--- src/rtl/pipe_ctrl_if.sv ---
// pipe_ctrl_if -- signal bundle between the pipeline datapath and pipe_ctrl.
//   master : pipeline side; drives hazard/jump/div/trap status, receives
//            hold/flush/redirect/abort controls and the stall counter.
//   slave  : pipe_ctrl side.
//   WD     : PC / address width.
interface pipe_ctrl_if #(
   parameter int WD = 32
);
   // status from the datapath
   logic          ex_load_i;
   logic [4:0]    ex_rd_i;
   logic [4:0]    id_rs1_i;
   logic [4:0]    id_rs2_i;
   logic          id_rs1_use_i;
   logic          id_rs2_use_i;
   logic          ex_jump_i;
   logic [WD-1:0] ex_jump_addr_i;
   logic          div_start_i;
   logic          div_done_i;
   logic          trap_req_i;
   logic [WD-1:0] trap_vec_i;

   // controls back to the datapath
   logic          hold_pc_o;
   logic          hold_ifid_o;
   logic          hold_idex_o;
   logic          flush_ifid_o;
   logic          flush_idex_o;
   logic          flush_exmem_o;
   logic          flush_memwb_o;
   logic          redirect_o;
   logic [WD-1:0] redirect_addr_o;
   logic          div_abort_o;
   logic [31:0]   stall_cnt_o;

   modport master (
      output ex_load_i, ex_rd_i, id_rs1_i, id_rs2_i, id_rs1_use_i, id_rs2_use_i,
             ex_jump_i, ex_jump_addr_i, div_start_i, div_done_i, trap_req_i, trap_vec_i,
      input  hold_pc_o, hold_ifid_o, hold_idex_o,
             flush_ifid_o, flush_idex_o, flush_exmem_o, flush_memwb_o,
             redirect_o, redirect_addr_o, div_abort_o, stall_cnt_o
   );

   modport slave (
      input  ex_load_i, ex_rd_i, id_rs1_i, id_rs2_i, id_rs1_use_i, id_rs2_use_i,
             ex_jump_i, ex_jump_addr_i, div_start_i, div_done_i, trap_req_i, trap_vec_i,
      output hold_pc_o, hold_ifid_o, hold_idex_o,
             flush_ifid_o, flush_idex_o, flush_exmem_o, flush_memwb_o,
             redirect_o, redirect_addr_o, div_abort_o, stall_cnt_o
   );
endinterface

--- src/rtl/pipe_ctrl.sv ---
// pipe_ctrl -- in-order pipeline hazard / redirect controller.
//   clk  : single clock, rising edge
//   rest : synchronous active-high reset
//   bus  : pipe_ctrl_if.slave (load-use, jump, multi-cycle op, trap inputs;
//          hold/flush/redirect/abort outputs, stall cycle counter)
// FSM RUN / BUSY / DRAIN in registers; every control output except the stall
// counter is decoded combinationally from state, reset and inputs.
// Priority inside a cycle: trap > jump > div_start > load-use.
module pipe_ctrl #(
   parameter int WD          = 32,
   parameter int DIV_TIMEOUT = 64
) (
   input  logic        clk,
   input  logic        rest,
   pipe_ctrl_if.slave  bus
);

   localparam int CW = $clog2(DIV_TIMEOUT + 1);
   localparam logic [CW-1:0] BUSY_LAST = CW'(DIV_TIMEOUT - 1);

   typedef enum logic [1:0] {RUN, BUSY, DRAIN} state_t;

   state_t        state;
   logic [CW-1:0] busy_cnt;
   logic [31:0]   stall_cnt;
   logic          lu_block;   // a load-use bubble was inserted last cycle
   logic          lu_raw;
   logic          lu_stall;

   // Raw RAW-after-load detect; x0 never creates a dependency.
   assign lu_raw = bus.ex_load_i && (bus.ex_rd_i != 5'd0) &&
                   (((bus.ex_rd_i == bus.id_rs1_i) && bus.id_rs1_use_i) ||
                    ((bus.ex_rd_i == bus.id_rs2_i) && bus.id_rs2_use_i));

   // lu_block limits each hazard to a single bubble even if the EX status
   // does not change in the cycle right after the stall.
   assign lu_stall = !rest && (state == RUN) && !bus.trap_req_i && !bus.ex_jump_i &&
                     !bus.div_start_i && lu_raw && !lu_block;

   always_comb begin
      bus.hold_pc_o       = 1'b0;
      bus.hold_ifid_o     = 1'b0;
      bus.hold_idex_o     = 1'b0;
      bus.flush_ifid_o    = 1'b0;
      bus.flush_idex_o    = 1'b0;
      bus.flush_exmem_o   = 1'b0;
      bus.flush_memwb_o   = 1'b0;
      bus.redirect_o      = 1'b0;
      bus.redirect_addr_o = {WD{1'b0}};
      bus.div_abort_o     = 1'b0;
      if (rest) begin
         // reset fills every stage with bubbles
         bus.flush_ifid_o  = 1'b1;
         bus.flush_idex_o  = 1'b1;
         bus.flush_exmem_o = 1'b1;
         bus.flush_memwb_o = 1'b1;
      end else begin
         unique case (state)
            RUN: begin
               if (bus.trap_req_i) begin
                  bus.flush_ifid_o    = 1'b1;
                  bus.flush_idex_o    = 1'b1;
                  bus.flush_exmem_o   = 1'b1;
                  bus.flush_memwb_o   = 1'b1;
                  bus.redirect_o      = 1'b1;
                  bus.redirect_addr_o = bus.trap_vec_i;
               end else if (bus.ex_jump_i) begin
                  bus.flush_ifid_o    = 1'b1;
                  bus.flush_idex_o    = 1'b1;
                  bus.redirect_o      = 1'b1;
                  bus.redirect_addr_o = bus.ex_jump_addr_i;
               end else if (lu_stall) begin
                  bus.hold_pc_o    = 1'b1;
                  bus.hold_ifid_o  = 1'b1;
                  bus.flush_idex_o = 1'b1;
               end
            end
            BUSY: begin
               if (bus.trap_req_i) begin
                  bus.flush_ifid_o    = 1'b1;
                  bus.flush_idex_o    = 1'b1;
                  bus.flush_exmem_o   = 1'b1;
                  bus.flush_memwb_o   = 1'b1;
                  bus.redirect_o      = 1'b1;
                  bus.redirect_addr_o = bus.trap_vec_i;
               end else if (!bus.div_done_i) begin
                  // op still running: freeze front end, bubble into MEM
                  bus.hold_pc_o     = 1'b1;
                  bus.hold_ifid_o   = 1'b1;
                  bus.hold_idex_o   = 1'b1;
                  bus.flush_exmem_o = 1'b1;
                  bus.div_abort_o   = (busy_cnt == BUSY_LAST);
               end
            end
            DRAIN: bus.flush_ifid_o = 1'b1;
            default: ;
         endcase
      end
   end

   always_ff @(posedge clk) begin
      if (rest) begin
         state     <= RUN;
         busy_cnt  <= '0;
         stall_cnt <= '0;
         lu_block  <= 1'b0;
      end else begin
         stall_cnt <= stall_cnt + {31'd0, bus.hold_pc_o};  // wraps naturally
         lu_block  <= lu_stall;
         unique case (state)
            RUN: begin
               if (bus.trap_req_i) begin
                  state <= DRAIN;
               end else if (!bus.ex_jump_i && bus.div_start_i) begin
                  state    <= BUSY;
                  busy_cnt <= '0;
               end
            end
            BUSY: begin
               if (bus.trap_req_i)                state <= DRAIN;
               else if (bus.div_done_i)           state <= RUN;
               else if (busy_cnt == BUSY_LAST)    state <= RUN;
               else                               busy_cnt <= busy_cnt + CW'(1);
            end
            DRAIN:   state <= RUN;
            default: state <= RUN;
         endcase
      end
   end

   assign bus.stall_cnt_o = stall_cnt;

endmodule

--- src/flat_wrapper.sv ---
// flat-port wrapper written by rule: the top's interface ports become plain ports
module pipe_ctrl_flat 
#(
   parameter int WD          = 32,
   parameter int DIV_TIMEOUT = 64
)
  (clk, rest, bus_ex_load_i, bus_ex_rd_i, bus_id_rs1_i, bus_id_rs2_i, bus_id_rs1_use_i, bus_id_rs2_use_i, bus_ex_jump_i, bus_ex_jump_addr_i, bus_div_start_i, bus_div_done_i, bus_trap_req_i, bus_trap_vec_i, bus_hold_pc_o, bus_hold_ifid_o, bus_hold_idex_o, bus_flush_ifid_o, bus_flush_idex_o, bus_flush_exmem_o, bus_flush_memwb_o, bus_redirect_o, bus_redirect_addr_o, bus_div_abort_o, bus_stall_cnt_o);
  pipe_ctrl_if #(.WD(WD)) bus_i ();
  input  logic clk;
  input  logic rest;
  input wire logic [$bits(bus_i.ex_load_i)-1:0] bus_ex_load_i;
  input wire logic [$bits(bus_i.ex_rd_i)-1:0] bus_ex_rd_i;
  input wire logic [$bits(bus_i.id_rs1_i)-1:0] bus_id_rs1_i;
  input wire logic [$bits(bus_i.id_rs2_i)-1:0] bus_id_rs2_i;
  input wire logic [$bits(bus_i.id_rs1_use_i)-1:0] bus_id_rs1_use_i;
  input wire logic [$bits(bus_i.id_rs2_use_i)-1:0] bus_id_rs2_use_i;
  input wire logic [$bits(bus_i.ex_jump_i)-1:0] bus_ex_jump_i;
  input wire logic [$bits(bus_i.ex_jump_addr_i)-1:0] bus_ex_jump_addr_i;
  input wire logic [$bits(bus_i.div_start_i)-1:0] bus_div_start_i;
  input wire logic [$bits(bus_i.div_done_i)-1:0] bus_div_done_i;
  input wire logic [$bits(bus_i.trap_req_i)-1:0] bus_trap_req_i;
  input wire logic [$bits(bus_i.trap_vec_i)-1:0] bus_trap_vec_i;
  output wire logic [$bits(bus_i.hold_pc_o)-1:0] bus_hold_pc_o;
  output wire logic [$bits(bus_i.hold_ifid_o)-1:0] bus_hold_ifid_o;
  output wire logic [$bits(bus_i.hold_idex_o)-1:0] bus_hold_idex_o;
  output wire logic [$bits(bus_i.flush_ifid_o)-1:0] bus_flush_ifid_o;
  output wire logic [$bits(bus_i.flush_idex_o)-1:0] bus_flush_idex_o;
  output wire logic [$bits(bus_i.flush_exmem_o)-1:0] bus_flush_exmem_o;
  output wire logic [$bits(bus_i.flush_memwb_o)-1:0] bus_flush_memwb_o;
  output wire logic [$bits(bus_i.redirect_o)-1:0] bus_redirect_o;
  output wire logic [$bits(bus_i.redirect_addr_o)-1:0] bus_redirect_addr_o;
  output wire logic [$bits(bus_i.div_abort_o)-1:0] bus_div_abort_o;
  output wire logic [$bits(bus_i.stall_cnt_o)-1:0] bus_stall_cnt_o;
  assign bus_i.ex_load_i = bus_ex_load_i;
  assign bus_i.ex_rd_i = bus_ex_rd_i;
  assign bus_i.id_rs1_i = bus_id_rs1_i;
  assign bus_i.id_rs2_i = bus_id_rs2_i;
  assign bus_i.id_rs1_use_i = bus_id_rs1_use_i;
  assign bus_i.id_rs2_use_i = bus_id_rs2_use_i;
  assign bus_i.ex_jump_i = bus_ex_jump_i;
  assign bus_i.ex_jump_addr_i = bus_ex_jump_addr_i;
  assign bus_i.div_start_i = bus_div_start_i;
  assign bus_i.div_done_i = bus_div_done_i;
  assign bus_i.trap_req_i = bus_trap_req_i;
  assign bus_i.trap_vec_i = bus_trap_vec_i;
  assign bus_hold_pc_o = bus_i.hold_pc_o;
  assign bus_hold_ifid_o = bus_i.hold_ifid_o;
  assign bus_hold_idex_o = bus_i.hold_idex_o;
  assign bus_flush_ifid_o = bus_i.flush_ifid_o;
  assign bus_flush_idex_o = bus_i.flush_idex_o;
  assign bus_flush_exmem_o = bus_i.flush_exmem_o;
  assign bus_flush_memwb_o = bus_i.flush_memwb_o;
  assign bus_redirect_o = bus_i.redirect_o;
  assign bus_redirect_addr_o = bus_i.redirect_addr_o;
  assign bus_div_abort_o = bus_i.div_abort_o;
  assign bus_stall_cnt_o = bus_i.stall_cnt_o;
  pipe_ctrl #(.WD(WD), .DIV_TIMEOUT(DIV_TIMEOUT)) u_core (.clk(clk), .rest(rest), .bus(bus_i));
endmodule
--- config.mk ---
export PLATFORM = sky130hd
export DESIGN_NAME = pipe_ctrl_flat
export DESIGN_NICKNAME = d
export VERILOG_FILES = /design/src/rtl/pipe_ctrl_if.sv /design/src/rtl/pipe_ctrl.sv /design/src/flat_wrapper.sv
export SDC_FILE = /design/constraint.sdc
export NUM_CORES = 1
export LEC_CHECK = 0
export ABC_AREA = 0
export ABC_CLOCK_PERIOD_IN_PS = 3100
export CORE_UTILIZATION = 34
export CTS_CLUSTER_SIZE = 14
export DETAILED_ROUTE_END_ITERATION = 6
export HOLD_SLACK_MARGIN = 0.06
export PLACE_DENSITY = 0.77
export SYNTH_ARGS = -nofsm -noshare
export SYNTH_HDL_FRONTEND = slang
export SYNTH_SLANG_ARGS = --single-unit
--- constraint.sdc ---
create_clock -name clk -period 3.1 [get_ports clk]
set_clock_uncertainty 0.05 [all_clocks]
set_input_delay 0.62 -clock clk [delete_from_list [all_inputs] [get_ports clk]]
set_output_delay 0.62 -clock clk [all_outputs]
set_load 0.03 [all_outputs]
==> flow_metrics.py, run 1 <==
metrics = {
    "clocking": {
        "cts-buffers-inserted": 5,
        "cts.clk_slew.worst_paths_ps": 80,
        "cts_sinks": 42,
        "ctsHoldBuffers": 0,
        "root_buffer": "clkbuf_8",
        "cts_tree": "done",
        "htree_levels": 2,
        "clock_path_buffers": 2,
        "clock_latency_ps": 300,
    },
    "synth": {
        "synth_seq_cells": 42,
        "synth_fa_ha_area_frac": 0.0139,
        "synthMuxAreaShare": 0.0120,
        "synth_top_area_cell": "dfxtp_1",
        "synthesis.nets": 426,
        "synth_area_leaders": "dfxtp_1 (31%), a22oi_1 (8.9%), nor2_1 (7.1%)",
        "syn_avg_cell_area_sq_um": 8.07,
        "synth_edf_count": 0,
        "synthSimpleGateAreaFrac": 0.299,
        "synth_xor_area_frac": 0.0713,
        "netlist_area_sq_mm": 0.00270,
        "ys.flop_type": "dfxtp_1",
        "synth_top_family_by_area": "simple AND/OR/NAND/NOR gates",
        "syn_inst": 335,
        "yosysSeqAreaShare": 0.311,
        "synth-compound-area-share": 0.240,
        "yosys_warnings": 0,
        "synth-async-reset-ratio": 0,
        "synth_cell_types": 50,
        "synth_top_area_frac": 0.311,
    },
    "die": {
        "start_util": 0.350,
        "dieHeight_microns": 91.2,
        "die-area_sq_mm": 0.00831,
        "core_area_sq_mm": 0.00773,
        "rows": 32,
        "boundaryPins": 161,
        "die_w_microns": 91.2,
    },
    "power_and_ir_drop": {
        "peakVddDrop_uv": 160,
        "p_per_area_mw_per_mm2": 281,
        "p_leak_nw": 1.80,
        "total_power_mw": 1.33,
    },
    "placed_design": {
        "place_ws_ps": -507,
        "dp_hpwl_microns": 7130,
        "gp_congestion": 0.928,
        "port_buffers": 160,
        "placed_cells": 604,
    },
    "critical_path": {
        "cp.arrival_ps": 3210,
        "path_common_cell": "ha_4",
        "r2r-end": "u_core.bus.stall_cnt_o[24]",
        "startpoint_type": "primary input",
        "ff2ff_path_depth": 10,
        "cp_data_required_time_ps": 3240,
        "path_delay_family": "simple AND/OR/NAND/NOR gates",
        "rr_startpoint": "u_core.state[0]",
        "critPathMaxStageDelay_ps": 460,
        "end_kind": "flop",
        "worstSetupPathType": "in2reg",
        "critPathMaxFanout": 5,
        "r2r_slack_ps": 340,
        "crit_slowest_cell": "clkdlybuf4s50_1",
        "path_buf_inv": 2,
        "crit_chain": "clkdlybuf4s50_1 > nor4b_2 > nand3_2 > o21ai_4 > ha_4 > ha_4 > nand2_2 > or4_4 > buf_6 > nor3_4 > mux2_4",
    },
    "timing": {
        "fin_crit_sh": 0.990,
        "worst_slew_pin_slew_ps": 839,
        "hold_viol_final": 0,
        "finalCriticalPeriod_ps": 3070,
        "setup_viol": 0,
        "final.setup.worst_slack_ps": 31.8,
        "setup_tns_ps": 0,
        "clock.fmax_mhz": 326,
        "rsz0062_at_grt": "yes",
        "finalMaxSlewViolations": 0,
        "slew_headroom": 0.437,
    },
    "drt": {
        "drt_iter0_markers": 182,
        "wirelength_microns": 9350,
        "via_per_inst": 5.39,
        "first_pass_iters": 4,
        "vias": 3313,
        "ant_nets": 0,
        "wl_per_cell_microns": 15.2,
        "drc": 0,
    },
    "min_path": {
        "min_to": "u_core.bus.stall_cnt_o[31]",
        "hp-start": "u_core.bus.stall_cnt_o[31]",
        "hold_depth": 2,
        "hold_class": "reg2reg",
    },
    "grt": {
        "grt_pass1_vias": 3155,
        "grt_pass1_wl_microns": 15200,
        "antenna_found_initial": 0,
        "gr-total-overflow": 0,
        "track_usage": 0.222,
        "grt_max_degree": 42,
    },
    "run": {
        "max_cap_violations": 0,
    },
    "layout": {
        "layout.cells.non_filler": 615,
        "syn2layout_area_growth_pct": 74.8,
        "final_cell_mix": "clkdlybuf4s50_1 (108), buf_4 (70), nor2_1 (51)",
        "final_layout_size_suffix_gt1_frac": 0.218,
        "nets": 604,
        "diodes": 0,
        "layout_commonest_cell": "clkdlybuf4s50_1",
    },
    "run_status": {
        "status": "finished, final reports clean",
    },
}
## cell families after synthesis
kind of cell,after synthesis
and+or+nand+nor,150
AOI/OAI and AO/OA,84
DFF,42
buffers and inverters,31
xor gates and xnor gates,22
muxes,3
adders and majority gates,3
## stage by stage
step	util	instance area (sq um)	hold slack, ps
detailed placement	0.586	4530	401
finish	0.612	4730	430
global placement	0.586	4530	393
CTS	0.606	4680	431
floorplan	-	2760	378
global route	0.612	4730	451
## tightest hold or removal path: cells and delay by family, from the launching register on
| family | cells | cell delay (ps) |
|---|---|---|
| flops | 1 | 320 |
| compound gates | 2 | 110 |
## metal layers
metal,vias to the layer above,track usage,share of wire
met5,-,0,0
met4,0,0.0635,0.026
met3,25,0.0427,0.058
met2,138,0.403,0.52
met1,1543,0.265,0.39
li1,1607,-,-
## final cells by class
cell class              count  area (sq um)
inverters                   7          26.3
multi-input cells         262          1850
clock inverters             1          30.0
repair buffers            195          1770
flip-flops and latches     42           841
clock buffers               6          82.6
fillers                   660          3000
well taps                 102           128
## how the worst max path moves through the flow
stage,startpoint,to,slack [ps],depth (start not counted)
after floorplan,bus_ex_rd_i[2],u_core.bus.stall_cnt_o[24],-40,11
after global placement,bus_ex_rd_i[2],u_core.bus.stall_cnt_o[24],-400,12
after detailed placement,bus_ex_rd_i[2],u_core.bus.stall_cnt_o[30],-510,12
after CTS,bus_id_rs2_i[2],u_core.bus.stall_cnt_o[24],20,12
after global routing,bus_div_start_i,u_core.bus.stall_cnt_o[24],-50,11
final,bus_div_start_i,u_core.bus.stall_cnt_o[24],30,11
## report_power, final
| group | switching (mW) | leakage [nW] | total, mW | internal [mW] |
|---|---|---|---|---|
| registers | 0.00298 | 0.338 | 0.543 | 0.540 |
| logic | 0.164 | 1.40 | 0.341 | 0.176 |
| clock network | 0.185 | 0.0573 | 0.443 | 0.258 |
## cell usage after synthesis, types with 2 or more instances
| cell type | number |
|---|---|
| nor2_1 | 51 |
| dfxtp_1 | 42 |
| a22oi_1 | 32 |
| a21oi_1 | 18 |
| nand2_1 | 18 |
| nand3_1 | 17 |
| xor2_1 | 16 |
| or4_1 | 14 |
| o31ai_1 | 12 |
| clkbuf_1 | 10 |
| nand4_1 | 9 |
| inv_1 | 7 |
| buf_2 | 6 |
| xnor2_1 | 6 |
| buf_1 | 5 |
| nor2b_1 | 5 |
| o21ai_0 | 5 |
| and3_1 | 4 |
| nor3_1 | 4 |
| nor4_1 | 4 |
| a2111o_1 | 3 |
| and2_1 | 3 |
| ha_1 | 3 |
| o2111ai_1 | 3 |
| or2_2 | 3 |
| a211oi_1 | 2 |
| and4_1 | 2 |
| buf_6 | 2 |
| mux2_2 | 2 |
| nand2b_1 | 2 |
| nand3_2 | 2 |
| nor4b_1 | 2 |
| o311ai_4 | 2 |
| o41ai_2 | 2 |
| or3_1 | 2 |
## registers in the layout, summed over array words and instances, names as in the netlist
signal	count
u_core.bus.stall_cnt_o	32
u_core.busy_cnt	7
u_core.state	2
u_core.lu_block	1
## what timing repair did
action,CTS,global route
buffers inserted,4,0
resized for setup,17,7
pin swaps,10,1
setup endpoints to repair,18,15
Power figures use the tool's default switching activity.
==> run 2, diff against run 1 <==
SETUP_SLACK_MARGIN = 0.3   (was not set)
==> flow_metrics.py, run 2 (same netlist as run 1, synthesis figures left out) <==
metrics = {
    "run_status": {
        "status": "finished, final reports clean",
    },
    "critical_path": {
        "end_kind": "flop",
        "cp.arrival_ps": 3070,
        "startpoint_type": "primary input",
        "critPathMaxFanout": 6,
        "rr_startpoint": "u_core.state[1]",
        "worstSetupPathType": "in2reg",
        "ff2ff_path_depth": 10,
        "r2r-end": "u_core.bus.stall_cnt_o[24]",
        "cp_data_required_time_ps": 3250,
        "r2r_slack_ps": 280,
    },
    "grt": {
        "grt_max_degree": 51,
        "antenna_found_initial": 0,
        "grt_pass1_vias": 3421,
        "track_usage": 0.234,
        "grt_pass1_wl_microns": 15900,
        "gr-total-overflow": 0,
    },
    "die": {
        "rows": 32,
        "die-area_sq_mm": 0.00831,
        "core_area_sq_mm": 0.00773,
        "boundaryPins": 161,
        "start_util": 0.350,
        "die_w_microns": 91.2,
        "dieHeight_microns": 91.2,
    },
    "min_path": {
        "min_to": "u_core.busy_cnt[5]",
        "hp-start": "u_core.busy_cnt[5]",
        "hold_class": "reg2reg",
        "hold_depth": 2,
    },
    "layout": {
        "nets": 622,
        "largest_reg_flops": 32,
        "fin_util": 0.641,
        "fillers": 619,
        "final_layout_size_suffix_gt1_frac": 0.278,
        "syn2layout_area_growth_pct": 83.3,
        "diodes": 0,
        "final_cell_mix": "clkdlybuf4s50_1 (100), buf_4 (82), nor2_1 (51)",
        "layout_commonest_cell": "clkdlybuf4s50_1",
    },
    "timing": {
        "rsz0062_at_grt": "yes",
        "clock.fmax_mhz": 342,
        "hold_viol_final": 0,
        "setup_tns_ps": 0,
        "final.setup.worst_slack_ps": 176,
        "finalCriticalPeriod_ps": 2920,
        "slew_headroom": 0.586,
        "fin_crit_sh": 0.943,
        "finalMaxSlewViolations": 0,
        "worst_slew_pin_slew_ps": 616,
        "setup_viol": 0,
    },
    "placed_design": {
        "place_ws_ps": -434,
        "gp_congestion": 0.930,
        "port_buffers": 160,
        "dp_hpwl_microns": 7130,
    },
    "drt": {
        "first_pass_iters": 5,
        "ant_nets": 0,
        "drt_iter0_markers": 212,
        "drc": 0,
        "wl_per_cell_microns": 16.3,
        "via_per_inst": 5.49,
        "wirelength_microns": 10300,
        "vias": 3481,
    },
    "clocking": {
        "clock_latency_ps": 300,
        "cts.clk_slew.worst_paths_ps": 80,
        "ctsHoldBuffers": 0,
        "cts-buffers-inserted": 5,
        "htree_levels": 2,
        "cts_sinks": 42,
        "cts_tree": "done",
        "clock_path_buffers": 2,
        "root_buffer": "clkbuf_8",
    },
    "power_and_ir_drop": {
        "p_per_area_mw_per_mm2": 267,
        "peakVddDrop_uv": 186,
        "p_leak_nw": 1.94,
    },
    "run": {
        "max_cap_violations": 0,
    },
}
==> run 2: cell count changes in the layout (fill, tap and decap cells not counted), sizes merged <==
cell	delta
clkdlybuf4s15	+3
dlygate4sd2	-4
clkdlybuf4s50	-8
clkbuf	+2
buf	+26
==> run 2: routing by layer <==
layer | vias up | global-route usage | wire, microns
met3 | 20 | 0.0536 | 790
met5 | - | 0 | 0
met2 | 173 | 0.440 | 5550
met1 | 1642 | 0.254 | 3790
li1 | 1646 | - | -
met4 | 0 | 0.0807 | 187
==> run 2: what timing repair did <==
item | CTS | global route
setup buffers | 18 | 4
endpoints found under the hold margin | 0 | 0
endpoints found under the setup margin | 63 | 31
pin swaps | 20 | 9
gates resized for setup | 63 | 25
==> run 2: through the flow <==
step | power [mW] | hold WS [ps] | area [sq um] | instances
after floorplan | 0.700 | 389 | 2780 | 335
after global placement | 0.887 | 408 | 4540 | 604
after detailed placement | 0.891 | 406 | 4540 | 604
after CTS | 1.32 | 422 | 4840 | 630
after global routing | 1.37 | 453 | 4960 | 634
final | 1.33 | 444 | 4960 | 634
==> run 2: critical path, stage by stage <==
cell     delay (ps)
buf_8           100
xor2_2          170
nor4_2          310
a32oi_2         190
o21ai_4         220
ha_4            170
ha_4            140
nand2_4          60
or4_4           450
buf_8           150
nor3_4          180
mux2_4          310
==> run 2: layout make-up <==
type                            instances  area, sq um  area share
Tap cell                              102          128      0.0258
Timing Repair Buffer                  213         1910       0.386
Clock inverter                          1         30.0     0.00606
Clock buffer                            7         76.3      0.0154
Sequential cell                        42          846       0.171
Multi-Input combinational cell        262         1940       0.391
Inverter                                7         26.3     0.00530
==> run 2: power breakdown <==
part	total (mW)	switching [mW]	internal, mW
combinational	0.350	0.168	0.183
clock	0.431	0.190	0.241
sequential	0.544	0.00397	0.540
==> run 2: how the worst max path moves through the flow <==
stage                    from                          to  slack (ps)  cells after the start
2_1_floorplan  bus_ex_rd_i[2]  u_core.bus.stall_cnt_o[24]         -40                     11
3_3_place_gp   bus_ex_rd_i[2]  u_core.bus.stall_cnt_o[24]        -350                     12
3_5_place_dp   bus_ex_rd_i[4]  u_core.bus.stall_cnt_o[24]        -430                     12
4_1_cts        bus_ex_rd_i[2]  u_core.bus.stall_cnt_o[24]         150                     13
5_1_grt        bus_ex_rd_i[4]  u_core.bus.stall_cnt_o[14]         120                     15
6_report       bus_ex_rd_i[4]  u_core.bus.stall_cnt_o[24]         180                     12
